$ cat src/rtl/ysyx_22050598_ifu_mem_resp.sv
// ysyx_22050598_ifu_mem_resp
//
// Serves a 128-bit instruction-cache line fill by issuing two 64-bit reads
// to the backing memory (low half first) and returning the assembled line
// with a one-cycle ready pulse. A per-beat wait counter bounds how long a
// beat may stall. On expiry the beat completes with zero data and err is set,
// so the cache is never left waiting. If the cache drops its request
// mid-line, the outstanding beat is drained and no response is returned.
//
// Ports
//   clk, rst        clock, synchronous active-high reset
//   ifu_mem_valid   line-read request, held by the cache until ready
//   ifu_mem_addr    request address; bits [3:0] are ignored
//   ifu_mem_data    last assembled line; stable while ifu_mem_ready is high
//   ifu_mem_ready   one-cycle completion pulse
//   ram_req         backing read request (level)
//   ram_addr        backing read address, 8-byte aligned
//   ram_rvalid      backing read data valid; only looked at while ram_req=1
//   ram_rdata       backing read data
//   err             sticky beat-timeout flag
//   resp_cnt        number of completed responses (wraps)
//
// state | meaning
// IDLE  | waiting for a request; ram_req low
// BEAT0 | reading line+0 into the low half
// BEAT1 | reading line+8 into the high half
// RESP  | ifu_mem_ready pulse; new requests ignored this cycle
// DRAIN | request withdrawn; waiting for the outstanding beat to finish

module ysyx_22050598_ifu_mem_resp #(
    parameter int unsigned TIMEOUT = 255
) (
    input  logic         clk,
    input  logic         rst,
    input  logic         ifu_mem_valid,
    input  logic [63:0]  ifu_mem_addr,
    output logic [127:0] ifu_mem_data,
    output logic         ifu_mem_ready,
    output logic         ram_req,
    output logic [63:0]  ram_addr,
    input  logic         ram_rvalid,
    input  logic [63:0]  ram_rdata,
    output logic         err,
    output logic [31:0]  resp_cnt
);

    localparam int unsigned CW = (TIMEOUT > 1) ? $clog2(TIMEOUT + 1) : 1;
    // The beat gives up in its TIMEOUT-th cycle, i.e. when the counter
    // would reach TIMEOUT on this edge.
    localparam logic [CW-1:0] WAIT_LAST = CW'(TIMEOUT - 1);

    typedef enum logic [2:0] {IDLE, BEAT0, BEAT1, RESP, DRAIN} state_t;

    state_t        state;
    logic [63:0]   line;
    logic [63:0]   data_lo;
    logic [CW-1:0] wait_cnt;
    logic          timeout_hit;
    logic          beat_done;
    logic [63:0]   beat_data;
    logic          unused_addr_bits;

    assign unused_addr_bits = ^ifu_mem_addr[3:0];

    always_comb begin
        timeout_hit = !ram_rvalid && (wait_cnt == WAIT_LAST);
        beat_done   = ram_rvalid || timeout_hit;
        beat_data   = ram_rvalid ? ram_rdata : 64'd0;
    end

    always_ff @(posedge clk) begin
        if (rst) begin
            state         <= IDLE;
            line          <= 64'd0;
            data_lo       <= 64'd0;
            wait_cnt      <= '0;
            ifu_mem_data  <= 128'd0;
            ifu_mem_ready <= 1'b0;
            ram_req       <= 1'b0;
            ram_addr      <= 64'd0;
            err           <= 1'b0;
            resp_cnt      <= 32'd0;
        end else begin
            ifu_mem_ready <= 1'b0;
            case (state)
                IDLE: begin
                    if (ifu_mem_valid) begin
                        line     <= {ifu_mem_addr[63:4], 4'h0};
                        ram_addr <= {ifu_mem_addr[63:4], 4'h0};
                        ram_req  <= 1'b1;
                        wait_cnt <= '0;
                        state    <= BEAT0;
                    end
                end
                BEAT0, BEAT1, DRAIN: begin
                    if (timeout_hit) begin
                        err <= 1'b1;
                    end
                    if (beat_done) begin
                        wait_cnt <= '0;
                    end else begin
                        wait_cnt <= wait_cnt + CW'(1);
                    end
                    // A withdrawn request keeps ram_req up until the memory
                    // finishes the beat already in flight, then discards it.
                    if (state == DRAIN || !ifu_mem_valid) begin
                        if (beat_done) begin
                            ram_req <= 1'b0;
                            state   <= IDLE;
                        end else begin
                            state   <= DRAIN;
                        end
                    end else if (beat_done) begin
                        if (state == BEAT0) begin
                            data_lo  <= beat_data;
                            ram_addr <= line + 64'd8;
                            state    <= BEAT1;
                        end else begin
                            // Output line only changes on the edge into RESP.
                            ifu_mem_data  <= {beat_data, data_lo};
                            ifu_mem_ready <= 1'b1;
                            ram_req       <= 1'b0;
                            state         <= RESP;
                        end
                    end
                end
                RESP: begin
                    resp_cnt <= resp_cnt + 32'd1;
                    state    <= IDLE;
                end
                default: begin
                    ram_req <= 1'b0;
                    state   <= IDLE;
                end
            endcase
        end
    end

endmodule

$ cat config.mk
export PLATFORM = sky130hd
export DESIGN_NAME = ysyx_22050598_ifu_mem_resp
export DESIGN_NICKNAME = d
export VERILOG_FILES = /design/src/rtl/ysyx_22050598_ifu_mem_resp.sv
export SDC_FILE = /design/constraint.sdc
export NUM_CORES = 1
export LEC_CHECK = 0
export CELL_PAD_IN_SITES_DETAIL_PLACEMENT = 1
export CELL_PAD_IN_SITES_GLOBAL_PLACEMENT = 1
export CORE_UTILIZATION = 36
export CTS_BUF_LIST = sky130_fd_sc_hd__clkbuf_16
export DETAILED_ROUTE_END_ITERATION = 6
export GPL_TIMING_DRIVEN = 0
export PLACE_DENSITY = 0.89
export SYNTH_ARGS = -nofsm -noshare
export SYNTH_HDL_FRONTEND = slang
export SYNTH_SLANG_ARGS = --single-unit
$ cat constraint.sdc
create_clock -name clk -period 2.65 [get_ports clk]
set_input_delay 0.265 -clock clk [delete_from_list [all_inputs] [get_ports clk]]
set_output_delay 0.265 -clock clk [all_outputs]
set_load 0.03 [all_outputs]
Word-level counts from Yosys, hierarchy flattened
Cells that the tools add are included.
{"block": "word_totals", "in_bits": 132, "reg_bits": 362, "out_inout_bits": 227, "ram_bits": 0, "latch_bits": 0, "word_cells": 68, "mem_count": 0, "rom_bits": 0}
{"block": "classes", "n_div": 0, "n_lt_le_gt_ge": 0, "n_reduce_logical": 17, "multipliers": 0, "add_sub_neg": 3, "bitwise_logic": 5, "n_eq_ne": 11, "shifts": 0, "n_mux": 22}
{"cell": "$mux W64", "n": 5}
{"cell": "$pmux W64 S2", "n": 1}
{"cell": "$add A64 B4 Y64 const B", "n": 1}
{"cell": "$add A32 B1 Y32 const B", "n": 1}
{"cell": "$mux W8", "n": 2}
{"cell": "$pmux W8 S2", "n": 1}
{"cell": "$mux W3", "n": 4}
{"cell": "$reduce_and A4 Y1", "n": 3}
{"cell": "$add A8 B1 Y8 const B", "n": 1}
{"cell": "$eq A8 B8 Y1 const B", "n": 1}
{"cell": "$ne A2 B2 Y1 const B", "n": 4}
{"cell": "$reduce_and A2 Y1", "n": 4}
{"cell": "$mux W1", "n": 7}
{"cell": "$eq A3 B2 Y1 const B", "n": 2}
{"cell": "$ne A3 B3 Y1 const B", "n": 2}
{"cell": "$pmux W3 S2", "n": 1}
{"cell": "$not A1 Y1", "n": 5}
{"cell": "$reduce_and A5 Y1", "n": 1}
{"cell": "$reduce_or A4 Y1", "n": 1}
{"cell": "$eq A3 B1 Y1 const B", "n": 1}
{"cell": "$eq A3 B3 Y1 const B", "n": 1}
{"cell": "$logic_not A3 Y1", "n": 1}
{"cell": "$pmux W1 S3", "n": 1}
{"cell": "$reduce_or A3 Y1", "n": 1}
{"cell": "other kinds (4)", "n": 6}

Depth between registers and ports, before layout
Gate-level depths: netlist (run 1).
{"block": "depth", "depth_word": 6, "ltp_mapped": 8, "depth_no_buf": 6}

Worst setup path after synthesis (run 1)
OpenSTA, ideal clock, no wires.
{"block": "synth_path", "path_kind": "flip-flop to flip-flop", "from": "register resp_cnt[4]", "to": "register resp_cnt[23]", "path_stages_with_launch": 7, "setup_slack_ps": 518, "synth_period_minus_slack_ps": 2132, "setup_time_ps": 123, "n_path_buf": 2, "t_required_ps": 2527, "t_arrival_ps": 2009, "path_cell_list": "dfxtp_1 > and4_1 > or4b_1 > buf_2 > buf_6 > nor3_1 > mux2_1"}
{"block": "synth_via", "elab_chain_len": 1}
{"element": "from (decl)", "line": "44", "text": "output logic [31:0] resp_cnt"}
{"element": "from (signal assigned)", "line": "128", "text": "resp_cnt <= resp_cnt + 32'd1;"}
{"element": "$add A32 B1 Y32", "line": "128"}
No other way between the ends.
A chain may end at the register's enable or synchronous reset.

Worst setup path in the final report (run 1)
{"block": "layout_path", "from": "register state[0]", "to": "register ifu_mem_data[75]"}
{"block": "layout_via", "elab_chain_len": 4, "word_cells_on_any_way": 8, "classes_between": "eq/ne: 3; bitwise: 2; reduce/logical: 3"}
{"element": "from (decl)", "line": "54", "text": "state_t state;"}
{"element": "from (signal assigned)", "line": "73", "text": "state <= IDLE;"}
{"element": "from (signal assigned)", "line": "92", "text": "state <= BEAT0;"}
{"element": "from (signal assigned)", "line": "109", "text": "state <= IDLE;"}
{"element": "$eq A3 B3 Y1", "line": "85, 106"}
{"element": "$logic_or A1 B1 Y1", "line": "106", "text": "if (state == DRAIN || !ifu_mem_valid) begin"}
{"element": "$not A1 Y1 (no line)"}
{"element": "$reduce_and A4 Y1 (no line) *"}
{"element": "to (signal assigned)", "line": "120", "text": "ifu_mem_data <= {beat_data, data_lo};"}
{"element": "to (decl)", "line": "37", "text": "output logic [127:0] ifu_mem_data,"}
Mark *: on every way between the ends. The rest lies on a longest branch, timed or not.

==> results of run 1 <==
how the worst max path moves through the flow:
stage / startpoint / endpoint / depth (start not counted)
after CTS: wait_cnt[0] / ifu_mem_data[35] / 8
after detailed placement: rst / ifu_mem_data[103] / 5
after global routing: state[1] / ifu_mem_data[75] / 6
final: state[0] / ifu_mem_data[75] / 7
after floorplan: resp_cnt[4] / resp_cnt[23] / 6
after global placement: rst / ifu_mem_data[100] / 5
what timing repair did:
item	CTS	global route
endpoints found under the setup margin	113	41
gates cloned	0	0
hold endpoints to repair	0	0
gates resized for setup	4	7
pin swaps	0	0
critical path: stages, from the launching register on:
cell and delay, ns:
dfxtp_1 0.31, buf_6 0.13, nor2_1 0.20, and3_1 0.27, clkbuf_1 0.66, clkbuf_1 0.49, nand3_1 0.22, a21oi_1 0.19
power by group through the flow:
stage	Clock (W)	Sequential (W)	Combinational, W
final	0.00576	0.00570	0.00168
after detailed placement	0	0.00581	0.00165
after global routing	0.00605	0.00571	0.00180
after floorplan	0	0.00599	0.000708
after global placement	0	0.00579	0.00159
after CTS	0.00584	0.00569	0.00167
registers in the layout, indices dropped and copies added (netlist names):
name	flops
state	3
resp_cnt	32
wait_cnt	8
err	1
ifu_mem_ready	1
line	60
ram_req	1
ram_addr	61
data_lo	64
ifu_mem_data	128
placed cells by master, fill, tap and decap left out, types with 4 or more instances in the layout:
master           Yosys  layout
nand3_1            203     202
bufinv_16            0       5
nand2_1            196     196
xnor2_1             11      11
nor4_1              10      10
buf_2               14      14
or2_2                8       8
and4_1               7       7
nor2b_1              7       7
o41ai_1              7       7
mux2i_1             61      61
mux2_2               4       4
diode_2              0       7
o21ai_0            202     202
or3_1               11      11
clkinv_1             0       7
xor2_1               6       5
clkdlybuf4s50_1      0     350
buf_1                4       4
clkbuf_16            0      42
o211ai_1           120     120
nor3_1              13      12
a21oi_1            265     265
inv_1               70      78
nand2b_1             4       4
clkinv_2             0       6
o311ai_0             4       4
dfxtp_1            359     359
nand4_1             10      10
buf_6                4       4
nor2_1              25      24
clkbuf_1           162     158
buf_4                4       4
stage by stage:
| stage | setup TNS, ns | instance area (µm²) |
|---|---|---|
| final | 0 | 20500 |
| after global routing | 0 | 20500 |
| after CTS | 0 | 20500 |
| after detailed placement | -33.72 | 19100 |
| after global placement | -27.98 | 19100 |
| after floorplan | 0 | 14900 |
final cells by class:
class                      instances  area, µm²  area share [%]
inverter                          70        263            1.28
clock inverter                    31        294            1.43
buffer                           187        773            3.77
clock buffer                      42       1050            5.12
sequential                       359       7190            35.0
tap                              532        666            3.24
antenna                            7       17.5          0.0854
timing repair buffer             350       3500            17.1
multi-input combinational       1209       6760            32.9
layer usage:
| metal | global-route usage, % | wire length [µm] | vias to the layer above |
|---|---|---|---|
| li1 | - | - | 7247 |
| met1 | 31.7 | 23800 | 7626 |
| met2 | 49.8 | 30000 | 549 |
| met3 | 8.85 | 5490 | 136 |
| met4 | 10.2 | 1880 | 18 |
| met5 | 0 | 120 | - |
logic make-up (layout without fill, tap and decap cells):
logic type,count (synthesis),count (layout),synth area share (%)
flip-flops,359,359,48.1
multiplexers,67,67,4.54
adder cells (fa/ha/maj),4,4,0.327
other,1,10,0.0251
AO/OA/AOI/OAI,614,614,23.3
XOR/XNOR,17,17,0.997
buffers and inverters,258,680,6.91
AND/OR/NAND/NOR,504,504,15.8
==> flow_summary.json, run 1 <==
{
  "outcome": "completed",
  "viasPerCell": 5.59,
  "synth_cells": 1824,
  "dp_cells": 2708,
  "drive_gt1_share_pct": 4.63,
  "synth_common_cells": "dfxtp_1, a21oi_1, nand3_1",
  "die_h_um": 206,
  "yosys-top-cells-area": "dfxtp_1, a21oi_1, nand3_1",
  "worstSetupPathType": "register to register",
  "min_to": "line[5]",
  "rr_startpoint": "state[0]",
  "grt_use_total_pct": 28.3,
  "port_buffers": 350,
  "finalCritPeriodShare_pct": 95.7,
  "fin_skew_ns": 0.0261,
  "overflow": 0,
  "fin_nets": 2353,
  "place_congestion": 0.907,
  "setup_slack_ns": 0.113,
  "die_x_um": 206,
  "cp_max_fo": 10,
  "hold_viol": 0,
  "grt_max_degree": 14,
  "root_buffer": "clkbuf_16",
  "swShare_pct": 27.0,
  "core_area_um2": 40800,
  "clock_latency_ns": 0.57,
  "dp_hpwl_um": 45300,
  "yosysMostFrequentCell": "dfxtp_1",
  "yosysSeqAreaShare_pct": 48.1,
  "antenna_left": 0,
  "cts_tree": "yes",
  "fmax_ghz": 0.394,
  "r2r_slack_ns": 0.11,
  "required_ns": 3.15,
  "slew_headroom_pct": 28.3,
  "min_path_cells": 3,
  "clock_sinks": 359,
  "antenna_found_initial": 14,
  "synth.avg_cell_area_um2": 8.19,
  "synth_area_um2": 14900,
  "fillers": 4883,
  "cp.arrival_ns": 3.03,
  "end_kind": "register",
  "row_count": 74,
  "cts_max_level": 2,
  "dieArea_um2": 42300,
  "numCtsBuffers": 41,
  "worst_pin_slew_ns": 1.07,
  "power_w": 0.0131,
  "pwr-share-comb_pct": 12.8,
  "grt_pass1_vias": 16300,
  "synth_top_cell_by_area": "dfxtp_1",
  "stdcell_count": 2787,
  "vias": 15600,
  "power_frac_seq_pct": 43.3,
  "rsz0062_at_grt": "false",
  "ys_warn_count": 0,
  "routed_wl_um": 61200,
  "drcViolationCount": 0,
  "pre_cts_ws_ns": -0.508,
  "ys_async_sr_fraction_pct": 0,
  "ctsHoldBuffers": 0,
  "drtIter0Drc": 830,
  "fin_util_pct": 50.2,
  "worstHoldStart": "ifu_mem_addr[5]",
  "num_io_pins": 359,
  "pwr_density_cell_nw_per_um2": 641,
  "p_leak_nw": 6.86,
  "r2r-end": "ifu_mem_data[75]",
  "ys_types": 50,
  "drv_slew": 0,
  "start_kind": "register",
  "setup_viol_count_final": 0,
  "holdWs_ns": 0.303,
  "initial_utilization_pct": 36.6,
  "ir_drop_mv": 0.387,
  "synth-edff-count": 0,
  "synth-seq-cells": 359,
  "grt_pass1_wl_um": 92900,
  "routedWlPerCell_um": 22.0,
  "maxCapViolCount": 0,
  "cts_setup_buffers": 0,
  "period_minus_slack_ns": 2.54,
  "drtPass1Iterations": 5,
  "clkSlewWorstSetupHoldPaths_ns": 0.06,
  "hold_path.class": "input port to register",
  "synth_ff_type": "dfxtp_1",
  "reg2reg_depth": 7,
  "switching_power_w": 0.00354,
  "cts_buffer_depth": 3,
  "yosysTopAreaCellShare_pct": 48.1,
  "p_int_w": 0.00960,
  "pwr-share-clk_pct": 43.8,
  "area_growth_pct": 37.4
}
Note: power is estimated with default switching activity, not from simulation.
==> inputs of run 2 (changes only) <==
--- a/config.mk
+++ b/config.mk
@@ -7,6 +7,7 @@
 export LEC_CHECK = 0
 export CELL_PAD_IN_SITES_DETAIL_PLACEMENT = 1
 export CELL_PAD_IN_SITES_GLOBAL_PLACEMENT = 1
+export CORE_ASPECT_RATIO = 0.5
 export CORE_UTILIZATION = 36
 export CTS_BUF_LIST = sky130_fd_sc_hd__clkbuf_16
 export DETAILED_ROUTE_END_ITERATION = 6
==> run 2 against run 1 <==
- fmax grew 0.22%
- critical path depth grew 1
- final area shrank 0.77%
- cell count shrank 0.11%
==> flow_summary.json, run 2 (synthesized netlist as in run 1, its figures left out) <==
{
  "num_io_pins": 359,
  "r2r-end": "ifu_mem_data[37]",
  "period_minus_slack_ns": 2.53,
  "finalCritPeriodShare_pct": 95.5,
  "port_buffers": 350,
  "fin_util_pct": 50.1,
  "largest_reg_flops": 128,
  "cts_setup_buffers": 0,
  "regMostFlops": "ifu_mem_data",
  "cts_max_level": 2,
  "ctsHoldBuffers": 0,
  "drcViolationCount": 0,
  "place_congestion": 0.839,
  "worstHoldStart": "ifu_mem_addr[8]",
  "multi_input_area_um2": 6770,
  "r2r_slack_ns": 0.12,
  "top_regs": "ifu_mem_data x128, data_lo x64, ram_addr x61",
  "vias": 15400,
  "routed_wl_um": 57400,
  "power_w": 0.0127,
  "die_h_um": 146,
  "clock_latency_ns": 0.54,
  "grt_use_total_pct": 26.1,
  "grt_pass1_vias": 15900,
  "rsz0062_at_grt": "false",
  "viasPerCell": 5.55,
  "core_area_um2": 40700,
  "drtIter0Drc": 676,
  "ir_drop_mv": 0.353,
  "initial_utilization_pct": 36.7,
  "worst_pin_slew_ns": 1.08,
  "clkSlewWorstSetupHoldPaths_ns": 0.06,
  "root_buffer": "clkbuf_16",
  "cp.arrival_ns": 2.99,
  "fmax_ghz": 0.395,
  "swShare_pct": 26.9,
  "overflow": 0,
  "min_to": "line[8]",
  "numCtsBuffers": 36,
  "pwr-share-comb_pct": 13.3,
  "holdWs_ns": 0.318,
  "pwr_density_cell_nw_per_um2": 622,
  "end_kind": "register",
  "fin_skew_ns": 0.0279,
  "worstSetupPathType": "register to register",
  "switching_power_w": 0.00340,
  "dp_hpwl_um": 41500,
  "final_cell_mix": "dfxtp_1, clkdlybuf4s50_1, a21oi_1",
  "antenna_left": 0,
  "clock_sinks": 359,
  "dieArea_um2": 42300,
  "maxCapViolCount": 0,
  "fin_nets": 2347,
  "final_common_cell": "dfxtp_1",
  "p_int_w": 0.00925,
  "die_x_um": 290,
  "routedWlPerCell_um": 20.6,
  "stdcell_count": 2784,
  "outcome": "completed",
  "grt_max_degree": 15,
  "slew_headroom_pct": 27.8,
  "min_path_cells": 3,
  "regArea_um2": 7190,
  "drv_slew": 0,
  "row_count": 52,
  "start_kind": "register",
  "hold_path.class": "input port to register",
  "cts_tree": "yes",
  "area_growth_pct": 36.3,
  "grt_pass1_wl_um": 88500,
  "hold_viol": 0,
  "cts_buffer_depth": 3,
  "p_leak_nw": 6.78,
  "rr_startpoint": "wait_cnt[0]",
  "drive_gt1_share_pct": 4.24,
  "reg2reg_depth": 8,
  "drtPass1Iterations": 5,
  "dp_cells": 2716,
  "pwr-share-clk_pct": 41.8,
  "cp_max_fo": 10,
  "required_ns": 3.11,
  "power_frac_seq_pct": 44.9,
  "setup_viol_count_final": 0,
  "fillers": 4861,
  "antenna_found_initial": 5
}
run 2: power groups by stage:
stage / Sequential (W) / Clock [W] / Combinational, W
global placement: 0.00579 / 0 / 0.00163
detailed placement: 0.00580 / 0 / 0.00166
CTS: 0.00568 / 0.00538 / 0.00168
floorplan: 0.00599 / 0 / 0.000708
finish: 0.00568 / 0.00529 / 0.00168
global route: 0.00570 / 0.00561 / 0.00179
run 2: worst max path at each step:
stage | start | to | slack [ns] | cells after the start
floorplan | resp_cnt[4] | resp_cnt[23] | 0.52 | 6
global placement | rst | ifu_mem_data[101] | -0.31 | 5
detailed placement | ifu_mem_valid | ifu_mem_data[123] | -0.37 | 7
CTS | state[0] | ram_addr[55] | 0.04 | 7
global route | state[0] | ram_addr[58] | 0.01 | 7
finish | wait_cnt[0] | ifu_mem_data[37] | 0.12 | 8
run 2: metrics by stage:
step	instance area (µm²)	TNS (ns)	setup WS [ns]
after floorplan	14900	0	0.518
after global placement	19100	-33.24	-0.311
after detailed placement	19100	-41.63	-0.370
after CTS	20300	0	0.0355
after global routing	20400	0	0.00977
final	20400	0	0.119
run 2: area by class of cell:
class | instances | share of cell area (%)
sequential | 359 | 35.3
multi-input combinational | 1209 | 33.3
timing repair buffer | 350 | 17.2
clock buffer | 37 | 4.55
buffer | 186 | 3.76
tap | 540 | 3.32
inverter | 70 | 1.29
clock inverter | 28 | 1.25
antenna | 5 | 0.0615
run 2: what timing repair did:
item                                    in CTS  in global routing
gates resized for setup                      5                  7
endpoints found under the hold margin        0                  0
endpoints found under the setup margin     132                 77
run 2: metal layers:
metal,GRT usage [%],up-vias,part of all wire (%)
met2,46.9,393,50
met3,3.82,148,4.1
met1,30.8,7675,41
met5,0,-,0
met4,12.1,0,4.7
li1,-,7230,-
run 2: critical path, stage by stage (launching register included):
cell and delay, ns:
dfxtp_1 0.33, inv_1 0.11, ha_1 0.24, nand3_1 0.13, o21bai_2 0.49, buf_2 0.37, clkbuf_1 0.41, nand3_1 0.17
a21oi_1 0.18
==> inputs of run 3 (changes only) <==
--- a/config.mk
+++ b/config.mk
@@ -8,6 +8,7 @@
 export CELL_PAD_IN_SITES_DETAIL_PLACEMENT = 1
 export CELL_PAD_IN_SITES_GLOBAL_PLACEMENT = 1
 export CORE_ASPECT_RATIO = 0.5
+export CORE_MARGIN = 2
 export CORE_UTILIZATION = 36
 export CTS_BUF_LIST = sky130_fd_sc_hd__clkbuf_16
 export DETAILED_ROUTE_END_ITERATION = 6
==> run 3 against run 2 <==
- final area grew 0.44%
- sequential power hardly changed
- utilization grew 0.22 points
- largest power group unchanged
- first-iteration DRC count is 37% higher
- combinational power is essentially flat
- worst hold slack worse by 0.017 ns
- clock power grew 6.0%
==> flow_summary.json, run 3 (synthesized netlist as in run 1, its figures left out) <==
{
  "drive_gt1_share_pct": 4.51,
  "r2r-end": "ifu_mem_data[116]",
  "period_minus_slack_ns": 2.51,
  "cts_setup_buffers": 0,
  "setup_viol_count_final": 0,
  "die_x_um": 292,
  "fin_skew_ns": 0.0195,
  "cp_common_cell": "clkbuf_1",
  "core_area_um2": 40700,
  "swShare_pct": 26.7,
  "place_congestion": 0.848,
  "finalCritPeriodShare_pct": 94.6,
  "grt_pass1_wl_um": 89400,
  "p_leak_nw": 6.81,
  "overflow": 0,
  "switching_power_w": 0.00346,
  "cts_max_level": 2,
  "row_count": 52,
  "outcome": "completed",
  "critPathMaxStageDelay_ns": 0.55,
  "hold_viol": 0,
  "fin_nets": 2346,
  "num_io_pins": 359,
  "grt_pass1_vias": 16000,
  "min_path_cells": 3,
  "drtPass1Iterations": 4,
  "initial_utilization_pct": 36.7,
  "final_common_cell": "dfxtp_1",
  "final_area_um2": 20400,
  "clkSlewWorstSetupHoldPaths_ns": 0.07,
  "cts_tree": "yes",
  "grt_max_degree": 16,
  "path_cells": "buf_2 -> and3_1 -> clkbuf_1 -> clkbuf_1 -> nand3_1 -> a21oi_1",
  "end_kind": "register",
  "routed_wl_um": 57900,
  "fmax_ghz": 0.399,
  "ctsHoldBuffers": 0,
  "worst_pin_slew_ns": 1.06,
  "largest_reg_flops": 128,
  "rsz0062_at_grt": "false",
  "slew_headroom_pct": 29.0,
  "rr_startpoint": "state[1]",
  "cts_buffer_depth": 3,
  "numCtsBuffers": 36,
  "top_regs": "ifu_mem_data x128, data_lo x64, ram_addr x61",
  "worstHoldStart": "ifu_mem_addr[11]",
  "dieArea_um2": 43200,
  "hold_path.class": "input port to register",
  "pwr-share-comb_pct": 13.0,
  "routedWlPerCell_um": 20.8,
  "maxCapViolCount": 0,
  "antenna_found_initial": 6,
  "cp.arrival_ns": 2.97,
  "pwr-share-clk_pct": 43.2,
  "vias": 15300,
  "pre_cts_ws_ns": -0.384,
  "p_int_w": 0.00951,
  "antenna_left": 0,
  "min_to": "line[11]",
  "port_buffers": 350,
  "fillers": 4838,
  "ir_drop_mv": 0.362,
  "area_growth_pct": 36.9,
  "fin_util_pct": 50.3,
  "dp_hpwl_um": 41600,
  "clock_latency_ns": 0.54,
  "reg2reg_depth": 6,
  "start_kind": "register",
  "required_ns": 3.12,
  "pwr_density_cell_nw_per_um2": 634,
  "root_buffer": "clkbuf_16",
  "cpMaxStageDelayCell": "clkbuf_1",
  "grt_use_total_pct": 25.9,
  "regMostFlops": "ifu_mem_data",
  "holdWs_ns": 0.301,
  "power_frac_seq_pct": 43.8,
  "r2r_slack_ns": 0.14,
  "drcViolationCount": 0,
  "cp_max_fo": 10,
  "worstSetupPathType": "register to register",
  "final_cell_mix": "dfxtp_1, clkdlybuf4s50_1, a21oi_1",
  "clock_sinks": 359,
  "viasPerCell": 5.49,
  "drtIter0Drc": 926,
  "die_h_um": 148,
  "setup_slack_ns": 0.144,
  "drv_slew": 0,
  "dpl_cell_area_um2": 19100
}
run 3: metrics by stage:
step / setup TNS [ns] / cells / power [W]
5_1_grt: 0 / 2783 / 0.0135
3_3_place_gp: -35.20 / 2716 / 0.00742
4_1_cts: 0 / 2780 / 0.0130
6_report: 0 / 2783 / 0.0130
3_5_place_dp: -42.16 / 2716 / 0.00747
2_1_floorplan: 0 / 1826 / 0.00669
run 3: final cells by class:
| type | instances | area (µm²) | area share (%) |
|---|---|---|---|
| inverters | 70 | 263 | 1.29 |
| clock buffers | 38 | 951 | 4.65 |
| diodes | 5 | 12.5 | 0.0612 |
| clock inverters | 27 | 315 | 1.54 |
| multi-input cells | 1209 | 6780 | 33.1 |
| plain buffers | 185 | 761 | 3.72 |
| repair buffers | 350 | 3500 | 17.1 |
| well taps | 540 | 676 | 3.30 |
| flip-flops and latches | 359 | 7190 | 35.2 |
run 3: how the worst max path moves through the flow:
stage	end	slack [ns]	start
2_1_floorplan	resp_cnt[23]	0.52	resp_cnt[4]
3_3_place_gp	ifu_mem_data[123]	-0.30	ifu_mem_valid
3_5_place_dp	ifu_mem_data[123]	-0.38	ifu_mem_valid
4_1_cts	line[26]	0.02	state[1]
5_1_grt	ram_addr[53]	0.02	state[0]
6_report	ifu_mem_data[116]	0.14	state[1]
run 3: power by group through the flow:
stage,logic (W),registers (W),clock network (W)
after floorplan,0.000708,0.00599,0
after global placement,0.00163,0.00579,0
after detailed placement,0.00167,0.00580,0
after CTS,0.00168,0.00568,0.00568
after global routing,0.00181,0.00570,0.00594
final,0.00168,0.00568,0.00561
run 3: layer usage:
metal	up-vias	track usage, %	share of wire [%]
met3	126	3.56	3.9
met1	7538	31.0	41
met2	391	47.0	51
li1	7225	-	-
met4	0	10.7	4.1
met5	-	0	0
run 3: what timing repair did:
| action | CTS | global route |
|---|---|---|
| endpoints found under the setup margin | 119 | 120 |
| resized for setup | 5 | 8 |
| hold endpoints to repair | 0 | 0 |
run 3: worst max-delay path: cells and delay by family (launching register included):
kind | cells | cell delay, ns
buffers and inverters | 3 | 1.36
DFF | 1 | 0.45
and+or+nand+nor | 2 | 0.42
AOI/OAI and AO/OA | 1 | 0.19
